==> src/rtl/idma_axil_write_ctrl.sv <==
// AXI-Lite write backend sequencer: splits one command into per-beat AW and
// write-datapath requests, bounds outstanding AWs and folds the B responses
// into a single completion per command.
//
// Ports:
//   clk_i, rst_ni                  clock, async active-low reset
//   cmd_valid_i/cmd_ready_o        command handshake (cmd_addr_i, cmd_beats_i = beats-1)
//   aw_valid_o/aw_ready_i          AW meta request, aw_addr_o
//   wdp_valid_o/wdp_ready_i        write datapath beat request
//   b_valid_i/b_ready_o            write response, b_resp_i
//   done_valid_o/done_ready_i      command completion, done_err_o
//   busy_o                         command in flight
module idma_axil_write_ctrl #(
  parameter int unsigned AddrWidth      = 32,
  parameter int unsigned StrbWidth      = 8,
  parameter int unsigned LenWidth       = 8,
  parameter int unsigned MaxOutstanding = 4
) (
  input  logic                 clk_i,
  input  logic                 rst_ni,
  input  logic                 cmd_valid_i,
  output logic                 cmd_ready_o,
  input  logic [AddrWidth-1:0] cmd_addr_i,
  input  logic [LenWidth-1:0]  cmd_beats_i,
  output logic                 aw_valid_o,
  input  logic                 aw_ready_i,
  output logic [AddrWidth-1:0] aw_addr_o,
  output logic                 wdp_valid_o,
  input  logic                 wdp_ready_i,
  input  logic                 b_valid_i,
  output logic                 b_ready_o,
  input  logic [1:0]           b_resp_i,
  output logic                 done_valid_o,
  input  logic                 done_ready_i,
  output logic                 done_err_o,
  output logic                 busy_o
);

  localparam int unsigned OffWidth = $clog2(StrbWidth);
  localparam int unsigned CntWidth = LenWidth + 1;
  localparam int unsigned OutWidth = $clog2(MaxOutstanding + 1);

  typedef enum logic [1:0] {IDLE, ISSUE, DRAIN, DONE} state_e;

  state_e               state_q, state_d;
  logic [AddrWidth-1:0] addr_q;
  logic [CntWidth-1:0]  total_q, aw_cnt_q, w_cnt_q, b_cnt_q;
  logic [CntWidth-1:0]  aw_cnt_d, w_cnt_d, b_cnt_d;
  logic [OutWidth-1:0]  outst_q;
  logic                 err_q;

  logic                 cmd_hs, aw_hs, w_hs, b_hs;
  logic [AddrWidth-1:0] addr_base, beat_addr;
  logic                 unused_resp;

  assign unused_resp = b_resp_i[0];

  // Beat 0 keeps the unaligned start address, later beats walk bus words.
  assign addr_base = (addr_q >> OffWidth) << OffWidth;
  assign beat_addr = (aw_cnt_q == '0) ? addr_q
                   : addr_base + (AddrWidth'(aw_cnt_q) << OffWidth);

  // Output decode from state and registered counters only.
  always_comb begin
    cmd_ready_o  = 1'b0;
    busy_o       = 1'b1;
    aw_valid_o   = 1'b0;
    aw_addr_o    = '0;
    wdp_valid_o  = 1'b0;
    b_ready_o    = 1'b0;
    done_valid_o = 1'b0;
    done_err_o   = 1'b0;
    case (state_q)
      IDLE: begin
        cmd_ready_o = 1'b1;
        busy_o      = 1'b0;
      end
      ISSUE: begin
        aw_valid_o  = (aw_cnt_q < total_q) && (outst_q < OutWidth'(MaxOutstanding));
        aw_addr_o   = beat_addr;
        wdp_valid_o = (w_cnt_q < total_q);
        b_ready_o   = (outst_q != '0);
      end
      DRAIN: begin
        b_ready_o = (outst_q != '0);
      end
      DONE: begin
        done_valid_o = 1'b1;
        done_err_o   = err_q;
      end
      default: ;
    endcase
  end

  assign cmd_hs = cmd_valid_i & cmd_ready_o;
  assign aw_hs  = aw_valid_o & aw_ready_i;
  assign w_hs   = wdp_valid_o & wdp_ready_i;
  assign b_hs   = b_valid_i & b_ready_o;

  // Counter values including this cycle's handshakes.
  assign aw_cnt_d = aw_cnt_q + CntWidth'(aw_hs);
  assign w_cnt_d  = w_cnt_q + CntWidth'(w_hs);
  assign b_cnt_d  = b_cnt_q + CntWidth'(b_hs);

  // State register.
  always_ff @(posedge clk_i or negedge rst_ni) begin
    if (!rst_ni) state_q <= IDLE;
    else         state_q <= state_d;
  end

  // Next-state logic.
  always_comb begin
    state_d = state_q;
    case (state_q)
      IDLE:    if (cmd_hs) state_d = ISSUE;
      ISSUE:   if ((aw_cnt_d == total_q) && (w_cnt_d == total_q)) state_d = DRAIN;
      DRAIN:   if (b_cnt_d == total_q) state_d = DONE;
      DONE:    if (done_ready_i) state_d = IDLE;
      default: state_d = IDLE;
    endcase
  end

  // Command latch, beat counters, outstanding counter and error flag.
  always_ff @(posedge clk_i or negedge rst_ni) begin
    if (!rst_ni) begin
      addr_q   <= '0;
      total_q  <= '0;
      aw_cnt_q <= '0;
      w_cnt_q  <= '0;
      b_cnt_q  <= '0;
      outst_q  <= '0;
      err_q    <= 1'b0;
    end else if (cmd_hs) begin
      addr_q   <= cmd_addr_i;
      total_q  <= CntWidth'(cmd_beats_i) + CntWidth'(1);
      aw_cnt_q <= '0;
      w_cnt_q  <= '0;
      b_cnt_q  <= '0;
      outst_q  <= '0;
      err_q    <= 1'b0;
    end else begin
      aw_cnt_q <= aw_cnt_d;
      w_cnt_q  <= w_cnt_d;
      b_cnt_q  <= b_cnt_d;
      err_q    <= err_q | (b_hs & b_resp_i[1]);
      case ({aw_hs, b_hs})
        2'b10:   outst_q <= outst_q + OutWidth'(1);
        2'b01:   outst_q <= outst_q - OutWidth'(1);
        default: outst_q <= outst_q;
      endcase
    end
  end

endmodule

==> config.mk <==
export PLATFORM = sky130hd
export DESIGN_NAME = idma_axil_write_ctrl
export DESIGN_NICKNAME = d
export VERILOG_FILES = /design/src/rtl/idma_axil_write_ctrl.sv
export SDC_FILE = /design/constraint.sdc
export NUM_CORES = 1
export LEC_CHECK = 0
export ABC_CLOCK_PERIOD_IN_PS = 4850
export CORE_ASPECT_RATIO = 0.75
export CORE_MARGIN = 2
export CORE_UTILIZATION = 45
export CTS_CLUSTER_SIZE = 10
export DETAILED_ROUTE_END_ITERATION = 12
export PLACE_DENSITY = 0.7
export REMOVE_ABC_BUFFERS = 1
export SETUP_SLACK_MARGIN = 0.05
export SYNTH_ARGS = -nofsm -noshare
export SYNTH_HDL_FRONTEND = slang
export SYNTH_SLANG_ARGS = --single-unit
==> constraint.sdc <==
create_clock -name clk_i -period 4.85 [get_ports clk_i]
set_input_delay 1.455 -clock clk_i [delete_from_list [all_inputs] [get_ports clk_i]]
set_output_delay 1.455 -clock clk_i [all_outputs]
set_load 0.005 [all_outputs]
-- Word-level counts from Yosys, hierarchy flattened
Index checks and enable logic that the tools add are counted.
- flip-flop bits (word level): 74
- input port bits: 49
- output and inout bits: 39
- word-level logic and storage cells: 64
- add/subtract/negate cells: 7
- order comparisons: 3
- equality and inequality tests: 12
- mux-type cells: 20
- bitwise gates (word level): 6
- reduce and logical (&&, ||, !) cells: 8
- operators by type and width (kind ; number):
    32-bit two-way mux ; 2
    32-bit by 12-bit adder with 32-bit output ; 1
    9-bit by 1-bit adder with 9-bit output ; 3
    9-bit == test ; 3
    9-bit two-way mux ; 3
    9-bit < comparator ; 2
    8-bit by 1-bit adder with 9-bit output, second input constant ; 1
    9-bit logical NOT ; 1
    1-bit two-way mux ; 8
    2-bit two-way mux ; 4
    2-bit inequality test, second input constant ; 4
    2-bit one-hot mux with 4 select lines ; 1
    2-bit == test, second input constant ; 3
    3-bit one-hot mux with 2 select lines ; 1
    3-bit nonzero test ; 2
    1-bit AND ; 5
    2-bit by 1-bit == test with 1-bit output, second input constant ; 2
    4-bit AND reduction ; 1
    3-bit by 1-bit adder with 3-bit output, second input constant ; 1
    3-bit < comparator, second input constant ; 1
    3-bit two-way mux ; 1
    3-bit by 1-bit subtractor with 3-bit output, second input constant ; 1
    1-bit logical AND ; 2
    2-bit logical NOT ; 1
    2 further kinds ; 2

-- Depth between registers and ports, before layout
- depth in word-level cells: 9
- depth in mapped cells: 19
- depth with buffers taken out: 19

-- Least setup slack after synthesis
No wires, ideal clock.
- path type: reg2out
- start: reg aw_cnt_q[0]
- end: out aw_addr_o[31]
- arrival time: 2.415 ns
- required time: 3.395 ns
- path slack: 0.980 ns
- stages on the path, launching flop included: 12
- buffers on the path: 0
- path through: dfrtp_1 > ha_1 > inv_1 > fa_1 > nand2b_1 > a21boi_1 > o21ai_1 > a21oi_2 > o211ai_2 > a21oi_1 > nor3b_1 > mux2i_1
- cells in the longest elaborated chain, start to end: 3
- elaborated cells between the ends (all ways): 4
- those cells by class: add/sub: 1; mux: 2; reduce/logical: 1
- RTL lines (element ; RTL line ; source):
    from (decl) ; 47 ; logic [CntWidth-1:0] total_q, aw_cnt_q, w_cnt_q, b_cnt_q;
    from (signal assigned) ; 142 ; aw_cnt_q <= aw_cnt_d;
    32-bit by 12-bit adder with 32-bit output / 9-bit logical NOT (equally long branches) ; 61, 60 ;
    32-bit two-way mux * ; 60 ; assign beat_addr = (aw_cnt_q == '0) ? addr_q
    32-bit two-way mux * ; 73 ; case (state_q)
    to (decl) ; 27 ; output logic [AddrWidth-1:0] aw_addr_o,
Mark *: on every way between the ends. The rest lies on a longest branch, timed or not.

-- Final worst setup path
- start: reg addr_q[4]
- end: out aw_addr_o[14]
- cells in the longest elaborated chain, start to end: 3
- RTL lines (element ; RTL line ; source):
    from (decl) ; 46 ; logic [AddrWidth-1:0] addr_q;
    from (signal assigned) ; 134 ; addr_q <= cmd_addr_i;
    32-bit by 12-bit adder with 32-bit output ; 61 ; : addr_base + (AddrWidth'(aw_cnt_q) << OffWidth);
    32-bit two-way mux ; 60 ;
    32-bit two-way mux ; 73 ;
Every way passes these cells.

==> key figures <==
Synthesis
  – Synthesized-area fraction occupied by xor and xnor cells: 10.8%
  – Compound-Gate Fraction of Synth Area: 9.86%
  – Synthesized area: 5030 sq um
  – Post-Syn Instances: 604
  – Synthesized flop and latch total: 74
  – Synth Area in Adders: 9.98%
  – Most used DFF post-synth: dfrtp_1
  – Dominant combinational cell family by area after synthesis: simple AND/OR/NAND/NOR gates
  – Post-synthesis mux area share: 1.10%
  – Synth top area share: 36.8%
  – Async SR Flop Fraction: 100%
  – Post-synth EDFFs: 0
  – Syn_area_per_cell: 8.32 sq um
  – Unique masters post-synth: 53
  – Top post-synthesis cells by area: dfrtp_1 37%, nand2_1 10%, ha_1 9.0%
  – Simple-gate share of the synthesized area: 28.2%
  – Post-synth top area cell: dfrtp_1
  – Ys Warns: 0
  – Register area share after synthesis: 36.8%

STA
  – Fin. Hold Viols: 0
  – Final setup fails: 0
  – Max Clock Skew: 0.00552 ns
  – Final setup margin: 0.0799 ns
  – Min Tclk post-route: 4.77 ns
  – Worst relative slew slack: 43.9%
  – Worst Hold Margin: 0.477 ns
  – Worst slew pin tran: 0.840 ns
  – Fin crit share: 98.4%
  – RSZ-0062 raised after global routing: true
  – Peak Freq: 210 MHz
  – Pins over their slew limit: 0
  – Final setup TNS: 0 ns

Drt
  – Vias after detailed routing: 4,483
  – Vias per std cell: 5.34
  – Detailed Route Iter0 Violations: 268
  – Drt wl/cell: 15.9 um
  – DR DRC count: 0
  – Aggregate routed wire length: 13.3 mm
  – First-pass DRT Iterations: 4
  – Post-route ant nets: 0

Finish
  – Most common cell after layout, fill and taps aside: nand2_1
  – Post-Layout Cell Count: 839
  – Filler cells: 976
  – Commonest cells after routing, fill and taps aside: 137 x nand2_1, 79 x clkdlybuf4s50_1, 70 x dfrtp_1
  – Util after Layout: 59.9%
  – Share of cells above drive strength 1: 8.87%
  – Design Area, Final: 6530 sq um
  – Final Net Count: 782
  – Area Overhead vs Synth: 30.0%
  – # diodes: 0

CTS
  – Max Buffers Root-to-Sink: 2
  – CTS buffer count: 9
  – Clock Sinks: 74
  – CTS tree: done
  – Skew-Pair Late Insertion Delay: 0.34 ns
  – Clock root buffer: clkbuf_16
  – Clock slew at reported path FFs: 0.06 ns
  – H-Tree Depth: 3
  – CTS Hold Bufs: 0

Setup path
  – Critical path type: register to primary output
  – Reg2reg setup slack: 0.65 ns
  – Crit path max-delay cell type: clkdlybuf4s50_1
  – Cells along the critical path: ha_1, a21oi_2, o211ai_1, o41a_1, a21o_1, a21oi_4, buf_4, nor3b_1, xnor2_1, nor2_1, clkdlybuf4s50_1
  – Crit path max fanout: 4
  – WP data required: 3.39 ns
  – CP Capture Type: primary output
  – CP arrival: 3.32 ns
  – Startpoint types: register
  – Max incr delay on CP: 0.52 ns
  – R2R cell count: 18

Global route
  – Grt total ovfl: 0
  – Initial antenna violation count: 0
  – Vias in the first global route: 4,435
  – Largest net degree at the start of global routing: 47
  – GR Util All Layers: 22.7%
  – First-pass GRT wire length: 21.8 mm

Run status
  – Status: finished clean

Placement
  – I/O Buffers: 86
  – HPWL after detailed placement: 9.66 mm
  – Worst slack, placed: 0.159 ns
  – GP Congestion: 0.913
  – Placed insts: 818
  – Post-DP Area: 6050 sq um

Die
  – Starting Density: 46.1%
  – Ports: 88
  – Area of the core: 10,900 sq um
  – Chip Width: 126 um
  – Rows: 33
  – Die area: 12,000 sq um
  – Die height: 95.5 um

Power
  – VDD IR max: 0.000208 V
  – Power Dens Cells: 377 nW/um^2
  – Total power: 2.46 mW
  – Leak: 2.99 nW

Worst hold path
  – Hold Crit Class: register to register
  – Hold Crit Depth: 2

Run
  – MaxCap Viol Count: 0
## synthesized netlist by cell type, types with 6 or more instances
master    number
nand3_1       31
clkbuf_1      17
a211oi_1       6
xor2_1        16
nand2_1      137
nor3_1        16
a21oi_1       16
nor2_1        60
and3_1        13
o21ai_0       17
xnor2_1       46
nand4_1        7
ha_1          36
and2_1        16
dfrtp_1       74
nand2b_1       8
inv_1         21
## repair_timing
item                                    in CTS  in global routing
buffers inserted                             1                  4
cloned                                       0                  1
endpoints found under the setup margin      20                 20
pin swaps                                    1                  8
resized for setup                            7                 22
## path summary, 6_finish.rpt
| kind | endpoint | from |
|---|---|---|
| max in group asynchronous | aw_cnt_q[2] | rst_ni |
| hold reg to reg | addr_q[2] | addr_q[2] |
| setup reg to reg | state_q[1] | total_q[1] |
| hold / removal | addr_q[2] | addr_q[2] |
| setup / recovery | aw_addr_o[14] | addr_q[4] |
| min in group asynchronous | b_cnt_q[4] | rst_ni |
## routing by layer
metal	global-route usage, %	vias up	wire (um)
met2	37.5	96	6170
met4	4.95	0	98
met3	4.66	7	640
met5	0	-	0
met1	31.2	2165	6420
li1	-	2215	-
## critical path: cells and delay by family (launching register included)
family          cells  cell delay, ns
flops               1            0.40
compound gates      5            1.23
fa+ha+maj           1            0.32
xor+xnor            1            0.17
buf+inv             2            0.67
simple gates        2            0.18
## sequential cells by signal, summed over array words and instances, names as in the netlist
register,flops
aw_cnt_q,9
err_q,1
addr_q,32
total_q,9
outst_q,3
state_q,2
w_cnt_q,9
b_cnt_q,9
## where the power goes
group	total, mW	switching, mW	leakage [nW]	internal, mW
logic	0.925	0.436	1.89	0.489
clock network	0.687	0.250	0.152	0.437
registers	0.850	0.134	0.953	0.717
total	2.46	0.820	2.99	1.64
## logic make-up (layout without fill, tap and decap cells)
kind of cell	Yosys count	in the layout
adder cells (fa/ha/maj)	39	39
AND/OR/NAND/NOR	309	309
buffers and inverters	43	137
AO/OA/AOI/OAI	72	73
multiplexers	5	5
XOR/XNOR	62	62
flip-flops	74	74
## layout make-up
cell class                 count  area, sq um  share of cell area (%)
tap                          140          175                    2.68
inverter                      21         78.8                    1.21
sequential                    74         1860                    28.4
multi-input combinational    488         3130                    47.9
clock inverter                 2         35.0                   0.536
clock buffer                  13          270                    4.14
timing repair buffer         101          987                    15.1
No activity file was read; power rests on OpenSTA's default activity.
